===== src/rtl/acc_ctrl_pkg.sv =====
// ============================================================================
// Package : acc_ctrl_pkg
// Shared state encoding and round-robin helpers for acc_share_ctrl.
// Revision: 1.0
// ============================================================================
`default_nettype none

package acc_ctrl_pkg;

    localparam int MAX_NREQ = 32;
    localparam int MAX_ID_W = 5;

    typedef enum logic [1:0] {
        IDLE   = 2'd0,
        ACCUM  = 2'd1,
        REPORT = 2'd2
    } state_e;

    // First requester at or after last_id+1 (mod nreq) with req set.
    function automatic int unsigned rr_pick(input logic [MAX_NREQ-1:0] req,
                                            input int unsigned last_id,
                                            input int unsigned nreq);
        int unsigned idx;
        logic        found;
        rr_pick = 0;
        found   = 1'b0;
        for (int unsigned i = 1; i <= MAX_NREQ; i++) begin
            if (i <= nreq) begin
                idx = (last_id + i) % nreq;
                if (!found && req[idx[MAX_ID_W-1:0]]) begin
                    rr_pick = idx;
                    found   = 1'b1;
                end
            end
        end
    endfunction

    function automatic logic [MAX_NREQ-1:0] onehot(input int unsigned id);
        onehot = '0;
        onehot[id[MAX_ID_W-1:0]] = 1'b1;
    endfunction

endpackage

`default_nettype wire


===== src/rtl/acc_core.sv =====
// ============================================================================
// Module  : acc_core
// WIDTH-bit serial-bit accumulator with sync clear; saturates when ACC_SAT_EN.
// Revision: 1.0
// ============================================================================
`default_nettype none

module acc_core #(
    parameter int WIDTH = 4
) (
    input  logic             clk,
    input  logic             rst,
    input  logic             clr_i,
    input  logic             en_i,
    input  logic             bit_i,
    output logic [WIDTH-1:0] sum_o,
    output logic             ovf_o
);

    logic [WIDTH-1:0] acc_q, acc_d;

`ifdef ACC_SAT_EN
    logic ovf_q, ovf_d;

    always_comb begin
        acc_d = acc_q;
        ovf_d = ovf_q;
        if (clr_i) begin
            acc_d = '0;
            ovf_d = 1'b0;
        end else if (en_i && bit_i) begin
            if (&acc_q) begin
                ovf_d = 1'b1;
            end else begin
                acc_d = acc_q + WIDTH'(1);
            end
        end
    end

    always_ff @(posedge clk or posedge rst) begin
        if (rst) begin
            ovf_q <= 1'b0;
        end else begin
            ovf_q <= ovf_d;
        end
    end

    assign ovf_o = ovf_q;
`else
    always_comb begin
        acc_d = acc_q;
        if (clr_i) begin
            acc_d = '0;
        end else if (en_i && bit_i) begin
            acc_d = acc_q + WIDTH'(1);
        end
    end

    assign ovf_o = 1'b0;
`endif

    always_ff @(posedge clk or posedge rst) begin
        if (rst) begin
            acc_q <= '0;
        end else begin
            acc_q <= acc_d;
        end
    end

    // Next-state value lets the controller capture the final sum on the last window edge.
    assign sum_o = acc_d;

endmodule

`default_nettype wire


===== src/rtl/acc_share_ctrl.sv =====
// ============================================================================
// Module  : acc_share_ctrl
// Round-robin sharing of one serial-bit accumulator; optional ACC_SAT_EN saturation.
// Revision: 1.0
// ============================================================================
`default_nettype none

module acc_share_ctrl
    import acc_ctrl_pkg::*;
#(
    parameter int NREQ  = 4,
    parameter int WIDTH = 4,
    parameter int LEN_W = 5
) (
    input  logic                    clk,
    input  logic                    rst,
    input  logic [NREQ-1:0]         req,
    input  logic [NREQ-1:0]         bit_in,
    input  logic [LEN_W-1:0]        len,
    output logic [NREQ-1:0]         grant,
    output logic                    busy,
    output logic [WIDTH-1:0]        result,
    output logic [$clog2(NREQ)-1:0] result_id,
    output logic                    result_valid,
    input  logic                    result_ready,
    output logic                    overflow
);

    localparam int ID_W = $clog2(NREQ);

    state_e           state_q, state_d;
    logic [LEN_W-1:0] cnt_q, cnt_d;
    logic [ID_W-1:0]  last_id_q, last_id_d;
    logic [ID_W-1:0]  result_id_q, result_id_d;
    logic [NREQ-1:0]  grant_q, grant_d;
    logic [WIDTH-1:0] result_q, result_d;
    logic             result_valid_q, result_valid_d;

    logic             acc_clr;
    logic             acc_en;
    logic             acc_bit;
    logic [WIDTH-1:0] acc_sum;
    logic             acc_ovf;
    int unsigned      winner;

    acc_core #(
        .WIDTH (WIDTH)
    ) u_acc_core (
        .clk   (clk),
        .rst   (rst),
        .clr_i (acc_clr),
        .en_i  (acc_en),
        .bit_i (acc_bit),
        .sum_o (acc_sum),
        .ovf_o (acc_ovf)
    );

    assign winner  = rr_pick(MAX_NREQ'(req), 32'(last_id_q), NREQ);
    assign acc_bit = bit_in[result_id_q];

    always_comb begin
        state_d        = state_q;
        cnt_d          = cnt_q;
        last_id_d      = last_id_q;
        result_id_d    = result_id_q;
        grant_d        = grant_q;
        result_d       = result_q;
        result_valid_d = result_valid_q;
        acc_clr        = 1'b0;
        acc_en         = 1'b0;

        case (state_q)
            IDLE: begin
                if (|req) begin
                    result_id_d = ID_W'(winner);
                    grant_d     = NREQ'(onehot(winner));
                    cnt_d       = len;
                    acc_clr     = 1'b1;
                    if (len != '0) begin
                        state_d = ACCUM;
                    end else begin
                        // Empty window: report zero right away, grant lasts a single cycle.
                        result_d       = '0;
                        result_valid_d = 1'b1;
                        state_d        = REPORT;
                    end
                end
            end
            ACCUM: begin
                acc_en = 1'b1;
                cnt_d  = cnt_q - LEN_W'(1);
                if (cnt_q == LEN_W'(1)) begin
                    result_d       = acc_sum;
                    result_valid_d = 1'b1;
                    grant_d        = '0;
                    state_d        = REPORT;
                end
            end
            REPORT: begin
                grant_d = '0;
                if (result_valid_q && result_ready) begin
                    result_valid_d = 1'b0;
                    last_id_d      = result_id_q;
                    state_d        = IDLE;
                end
            end
            default: begin
                state_d = IDLE;
            end
        endcase
    end

    always_ff @(posedge clk or posedge rst) begin
        if (rst) begin
            state_q        <= IDLE;
            cnt_q          <= '0;
            last_id_q      <= ID_W'(NREQ - 1);
            result_id_q    <= '0;
            grant_q        <= '0;
            result_q       <= '0;
            result_valid_q <= 1'b0;
        end else begin
            state_q        <= state_d;
            cnt_q          <= cnt_d;
            last_id_q      <= last_id_d;
            result_id_q    <= result_id_d;
            grant_q        <= grant_d;
            result_q       <= result_d;
            result_valid_q <= result_valid_d;
        end
    end

    assign grant        = grant_q;
    assign busy         = (state_q != IDLE);
    assign result       = result_q;
    assign result_id    = result_id_q;
    assign result_valid = result_valid_q;
    assign overflow     = acc_ovf;

endmodule

`default_nettype wire

===== config.mk =====
export PLATFORM = sky130hd
export DESIGN_NAME = acc_share_ctrl
export DESIGN_NICKNAME = d
export VERILOG_FILES = /design/src/rtl/acc_ctrl_pkg.sv /design/src/rtl/acc_core.sv /design/src/rtl/acc_share_ctrl.sv
export SDC_FILE = /design/constraint.sdc
export NUM_CORES = 1
export LEC_CHECK = 0
export ABC_AREA = 0
export BUFFER_PORTS_ARGS = -buffer_cell sky130_fd_sc_hd__clkbuf_2
export CAP_MARGIN = 15
export CELL_PAD_IN_SITES_DETAIL_PLACEMENT = 1
export CELL_PAD_IN_SITES_GLOBAL_PLACEMENT = 2
export CORE_MARGIN = 1
export CORE_UTILIZATION = 36
export CTS_CLUSTER_SIZE = 12
export DETAILED_ROUTE_END_ITERATION = 6
export PLACE_DENSITY = 0.89
export SETUP_SLACK_MARGIN = 0.15
export SLEW_MARGIN = 15
export SYNTH_ARGS = -nofsm -noshare
export SYNTH_HDL_FRONTEND = slang
export SYNTH_SLANG_ARGS = --single-unit

===== constraint.sdc =====
create_clock -name clk -period 3.32 [get_ports clk]
set_input_delay 0.664 -clock clk [delete_from_list [all_inputs] [get_ports clk]]
set_output_delay 0.664 -clock clk [all_outputs]
set_load 0.02 [all_outputs]

**After elaboration in Yosys (flattened, before gate mapping)**

Index checks and enable logic that the tools add are counted.
Widths: inputs -> output; s select.

- Add/sub/neg operators: 6
- $mul: 0
- Divide/modulo/power cells: 0
- Order comparisons: 7
- Eq/ne operators: 7
- Shift-type cells: 0
- Multiplexer cells: 43
- Bitwise logic cells: 0
- Reduce and logical (&&, ||, !) cells: 22

Operator list:

| kind | count |
|---|---|
| $mux 4 | 7 |
| $lt 2x6->1 const B | 4 |
| $mux 1 | 16 |
| $mux 5 | 3 |
| $mux 2 | 6 |
| $pmux 4 s3 | 1 |
| $bmux 1 s2 | 5 |
| $pmux 5 s2 | 1 |
| $ne 2x2->1 const B | 4 |
| $pmux 4 s2 | 1 |
| $logic_and 1x1->1 | 6 |
| $lt 5x6->1 const B | 1 |
| $pmux 2 s3 | 1 |
| $reduce_and 2->1 | 3 |
| $reduce_and 3->1 | 2 |
| $demux 1 s5 | 1 |
| $eq 5x1->1 const B | 1 |
| $ge 5x1->1 const B | 1 |
| $reduce_and 5->1 | 1 |
| $reduce_bool 5->1 | 1 |
| $sub 5x1->5 const B | 1 |
| $add 2x1->2 const B | 2 |
| $add 2x2->2 const B | 2 |
| $add 4x1->4 const B | 1 |
| 10 further kinds | 13 |

- Register bits: 24
- Bits in latches: 0
- RAM bits: 0
- Bits in read-only memories: 0
- Input bits: 16
- Output and inout bits: 13
- Word-level logic and storage cells: 93
- Memories kept: 0

**Longest topological paths before layout**

- Depth in word-level cells: 19
- Mapped depth: 8
- Depth with buffers taken out: 6

**Hierarchy**

Synthesis repeated with hierarchy kept, for this count alone.

- Cells, all modules: 148
- Area, all modules: 1385.1 um^2

By module, submodules not included:

| module | times used | cells an instance | area each (um^2) | seq. area each (um^2) |
|---|---|---|---|---|
| acc_share_ctrl | 1 | 127 | 1186.1 | 503.0 |
| acc_core | 1 | 21 | 198.9 | 100.1 |

**Worst setup path after synthesis**

Ideal clock, no wire load.

- Path kind: input to register
- Start: input len[0]
- End: register result_q[0] (netlist: result[0])
- Arrival time: 1.707 ns
- Required time: 3.202 ns
- Slack: 1.495 ns
- Cell stages on the path: 4
- Cells stage by stage: or4_1 -> nor3_1 -> o21ai_0 -> a21o_1

- Longest elaborated chain between the ends: 3

Ends and longest elaborated chain:

| element | RTL line | text |
|---|---|---|
| start: declaration | acc_share_ctrl.sv:19 | `input logic [LEN_W-1:0] len,` |
| $reduce_bool 5->1 | acc_share_ctrl.sv:79 | `if (len != '0) begin` |
| $ne 2x2->1 (no source line) | n/a |  |
| $reduce_and 4->1 (no source line) | n/a |  |
| end signal: assignment | acc_share_ctrl.sv:128 | `result_q <= result_d;` |
| end: declaration | acc_share_ctrl.sv:36 | `logic [WIDTH-1:0] result_q, result_d;` |

Every way passes these cells.
A chain may end at the register's enable or synchronous reset.

**Worst setup path in the final report**

- Start: register state_q[1]
- End: register cnt_q[0]

- Longest elaborated chain between the ends: 3
- Elaborated cells on any way between the ends: 6

Ends and longest elaborated chain:

| element | RTL line | text |
|---|---|---|
| start: declaration | acc_share_ctrl.sv:31 | `state_e state_q, state_d;` |
| start signal: assignment | acc_share_ctrl.sv:123 | `state_q <= state_d;` |
| $eq 2x1->1 or $logic_not 2->1 (tied branches) | acc_share_ctrl.sv:72 | `case (state_q)` |
| $reduce_bool 2->1 (no source line) or $ne 2x2->1 (tied branches) | n/a |  |
| $reduce_and 2->1 (no source line) | n/a |  |
| end signal: assignment | acc_share_ctrl.sv:124 | `cnt_q <= cnt_d;` |
| end: declaration | acc_share_ctrl.sv:32 | `logic [LEN_W-1:0] cnt_q, cnt_d;` |

Parallel ways exist; a longest one is shown, timed or not.

==> results.yml <==
floorplan:
  core_sq_um: 3660
  io_pins: 29
  die_h_um: 63.9
  die_w_um: 63.9
  start_util: 0.377
  dieArea_sq_um: 4080
  row_count: 22
sta:
  max_freq_ghz: 0.435
  period_share: 0.692
  fin_tns_setup_ns: 0
  finalMaxSlewViolations: 0
  fin_skew_ns: 0.000773
  grt_setup_unrepaired: "false"
  setup_ws_ns: 1.02
  finalHoldViolations: 0
  worst_slew_pin_slew_ns: 0.944
  slew_headroom: 0.370
  finalSetupViolCount: 0
  fin_crit_ns: 2.30
flow_run:
  drv_cap: 0
synth:
  ys_seq_area_frac: 0.437
  synth-seq-cells: 24
  synth.mux.area_fraction: 0.0844
  synth_area_leaders: "dfrtp_1 (40%), ha_1 (6.4%), mux2i_1 (4.4%), dfstp_2 (3.8%), nand2_1 (2.7%)"
  synthFlopType: "dfrtp_1"
  async_flop_share: 1.00
  synth.top_cell.area_share: 0.399
  synth_warnings: 0
  synth.avg_cell_area_sq_um: 10.1
  synth_compound_area_frac: 0.181
  synth_edf_count: 0
  synthSimpleGateAreaFrac: 0.162
  synthesis.area_sq_um: 1380
  synth.distinct_cells: 43
  syn_inst: 136
  yosysTopAreaCell: "dfrtp_1"
  synth_xor_area_frac: 0.0254
  synth_common_cells: "dfrtp_1 (22), nand2_1 (10), inv_1 (9), nor2_1 (8)"
  synth.most_common_cell: "dfrtp_1"
  synthesis.nets: 159
  synth_top_family_by_area: "compound AO/OA/AOI/OAI gates"
  synthAdderAreaFrac: 0.0635
detailed_routing:
  wire_per_inst_um: 16.6
  wirelength_um: 3480
  drt_iter0_drc: 37
  vias_per_cell: 5.59
  drc: 0
  drtPass1Iterations: 5
  vias: 1173
  ant_nets: 0
cells_and_area:
  num_antenna_cells: 0
  areaGrowthSynthToFinish_pct: 15.5
  drive_above_1_share: 0.272
  regArea_sq_um: 603
  fillers: 435
  post-route-util: 0.435
  stdcell_count: 210
  nNetsFinal: 186
  multiInputGateArea_sq_um: 716
  fin_area_sq_um: 1590
place:
  gp_congestion: 0.766
  numPortBuffers: 27
  dp.cells: 206
  dpl_cell_area_sq_um: 1550
  place_worst_setup_slack_ns: 1.02
  dpl.hpwl_um: 2770
worst_hold_path:
  whs_path_depth: 2
  hold-path-endpoint: "grant[0]$_DFFE_PP0P_"
  hold_start: "grant[0]$_DFFE_PP0P_"
  hold_class: "reg2reg"
setup_path:
  critical_path.max_fanout: 22
  r2r_slack_ns: 1.02
  worstPathArrival_ns: 2.43
  rr_startpoint: "state_q[1]$_DFFE_PP0P_"
  start_kind: "register"
  r2r_cells: 6
  worstReg2RegEnd: "cnt_q[0]$_DFFE_PP0P_"
  crit_type: "reg2reg"
  cp-end-kind: "register"
  critPathRequiredTime_ns: 3.46
clocking:
  path_clk_slew_ns: 0.08
  clockBufferDepth: 2
  worstSkewPairLatency_ns: 0.26
  root_buffer: "clkbuf_8"
  cts_setup_buffers: 0
  cts.repair.resized: 0
  cts_tree: "yes"
  cts_made_buffers: 3
  htreeDepth: 1
  clock-sinks: 24
  cts-hold-fix-buffers: 0
power_and_ir_drop:
  power.density_nw_per_um2: 881
  ir_worst_vdd_v: 0.000267
  power_frac_seq: 0.356
  p_int_uw: 782
  p_switching_uw: 622
  pwr-share-comb: 0.519
  p_sw_frac: 0.443
  p_clk_frac: 0.125
  p_leak_uw: 0.000752
status:
  status: "completed"
global_routing:
  grt-ovfl-total: 0
  grt_max_degree: 25
  grt_pass1_vias: 1272
  grt_pass1_wl_um: 6080
  grtUsageTotal: 0.191
  antenna_found_initial: 0
-- worst max-delay path, stage by stage, from the launching register on --
cell,delay [ns]
dfrtp_1,0.41
inv_1,0.10
ha_1,0.67
nor2b_1,0.40
nor2_1,0.20
o21ai_0,0.26
o21ai_0,0.13
-- layout by cell type (no fill, tap or decap), drive strengths merged, types with 3 or more instances in the layout --
cell type   n
nand2      10
nor2b       3
clkbuf     31
xor2        3
o31ai       4
ha          7
mux2        3
nand3       4
mux2i       6
nand3b      3
nor3        3
dfrtp      22
a21oi       6
inv         9
nor2        8
o2bb2ai     3
o21ai       7
o22a        3
-- per-layer routing --
metal / share of wire / GRT usage / routed length, um / vias up
met5: 0 / 0 / 0 / -
met4: 0.021 / 0.0710 / 74 / 0
met3: 0.035 / 0.0250 / 122 / 10
met2: 0.53 / 0.355 / 1860 / 34
met1: 0.41 / 0.219 / 1430 / 586
li1: - / - / - / 543
-- through the flow --
step | total power, uW | hold WS (ns)
after CTS | 1420 | 0.495
after global routing | 1520 | 0.524
after detailed placement | 1240 | 0.476
after floorplan | 1040 | 0.495
final | 1400 | 0.484
after global placement | 1190 | 0.458
-- registers in the layout, summed over array words and instances (netlist names) --
| signal | count |
|---|---|
| result_valid | 1 |
| last_id_q | 2 |
| result | 4 |
| result_id | 2 |
| state_q | 2 |
| cnt_q | 5 |
| u_acc_core.acc_q | 4 |
| grant | 4 |
-- layout make-up --
cell class | count | area share
well taps | 48 | 0.0377
repair buffers | 27 | 0.0848
flip-flops and latches | 24 | 0.379
clock buffers | 4 | 0.0283
multi-input cells | 98 | 0.449
inverters | 9 | 0.0212
-- how the worst max path moves through the flow --
stage	startpoint	end	slack (ns)	depth (start not counted)
5_1_grt	state_q[1]$_DFFE_PP0P_	cnt_q[0]$_DFFE_PP0P_	0.82	6
2_1_floorplan	len[0]	result[0]$_DFFE_PP0P_	1.49	4
3_3_place_gp	req[3]	cnt_q[2]$_DFFE_PP0P_	1.11	5
3_5_place_dp	req[3]	cnt_q[2]$_DFFE_PP0P_	1.02	5
6_report	state_q[1]$_DFFE_PP0P_	cnt_q[0]$_DFFE_PP0P_	1.02	6
4_1_cts	state_q[1]$_DFFE_PP0P_	cnt_q[0]$_DFFE_PP0P_	1.03	6
-- kinds of logic (layout without fill, tap and decap cells) --
| logic type | Yosys count | count (layout) |
|---|---|---|
| buffers and inverters | 14 | 40 |
| and+or+nand+nor | 41 | 41 |
| other | 1 | 1 |
| xor gates and xnor gates | 4 | 4 |
| AOI/OAI and AO/OA | 35 | 35 |
| DFF | 24 | 24 |
| muxes | 10 | 10 |
| adders and majority gates | 7 | 7 |
-- power by group through the flow --
stage / sequential, uW / clock, uW / combinational (uW)
3_3_place_gp: 498 / 0 / 693
4_1_cts: 504 / 181 / 740
5_1_grt: 518 / 192 / 812
6_report: 500 / 175 / 728
2_1_floorplan: 525 / 0 / 511
3_5_place_dp: 509 / 0 / 732
(Power assumes the default switching activity.)
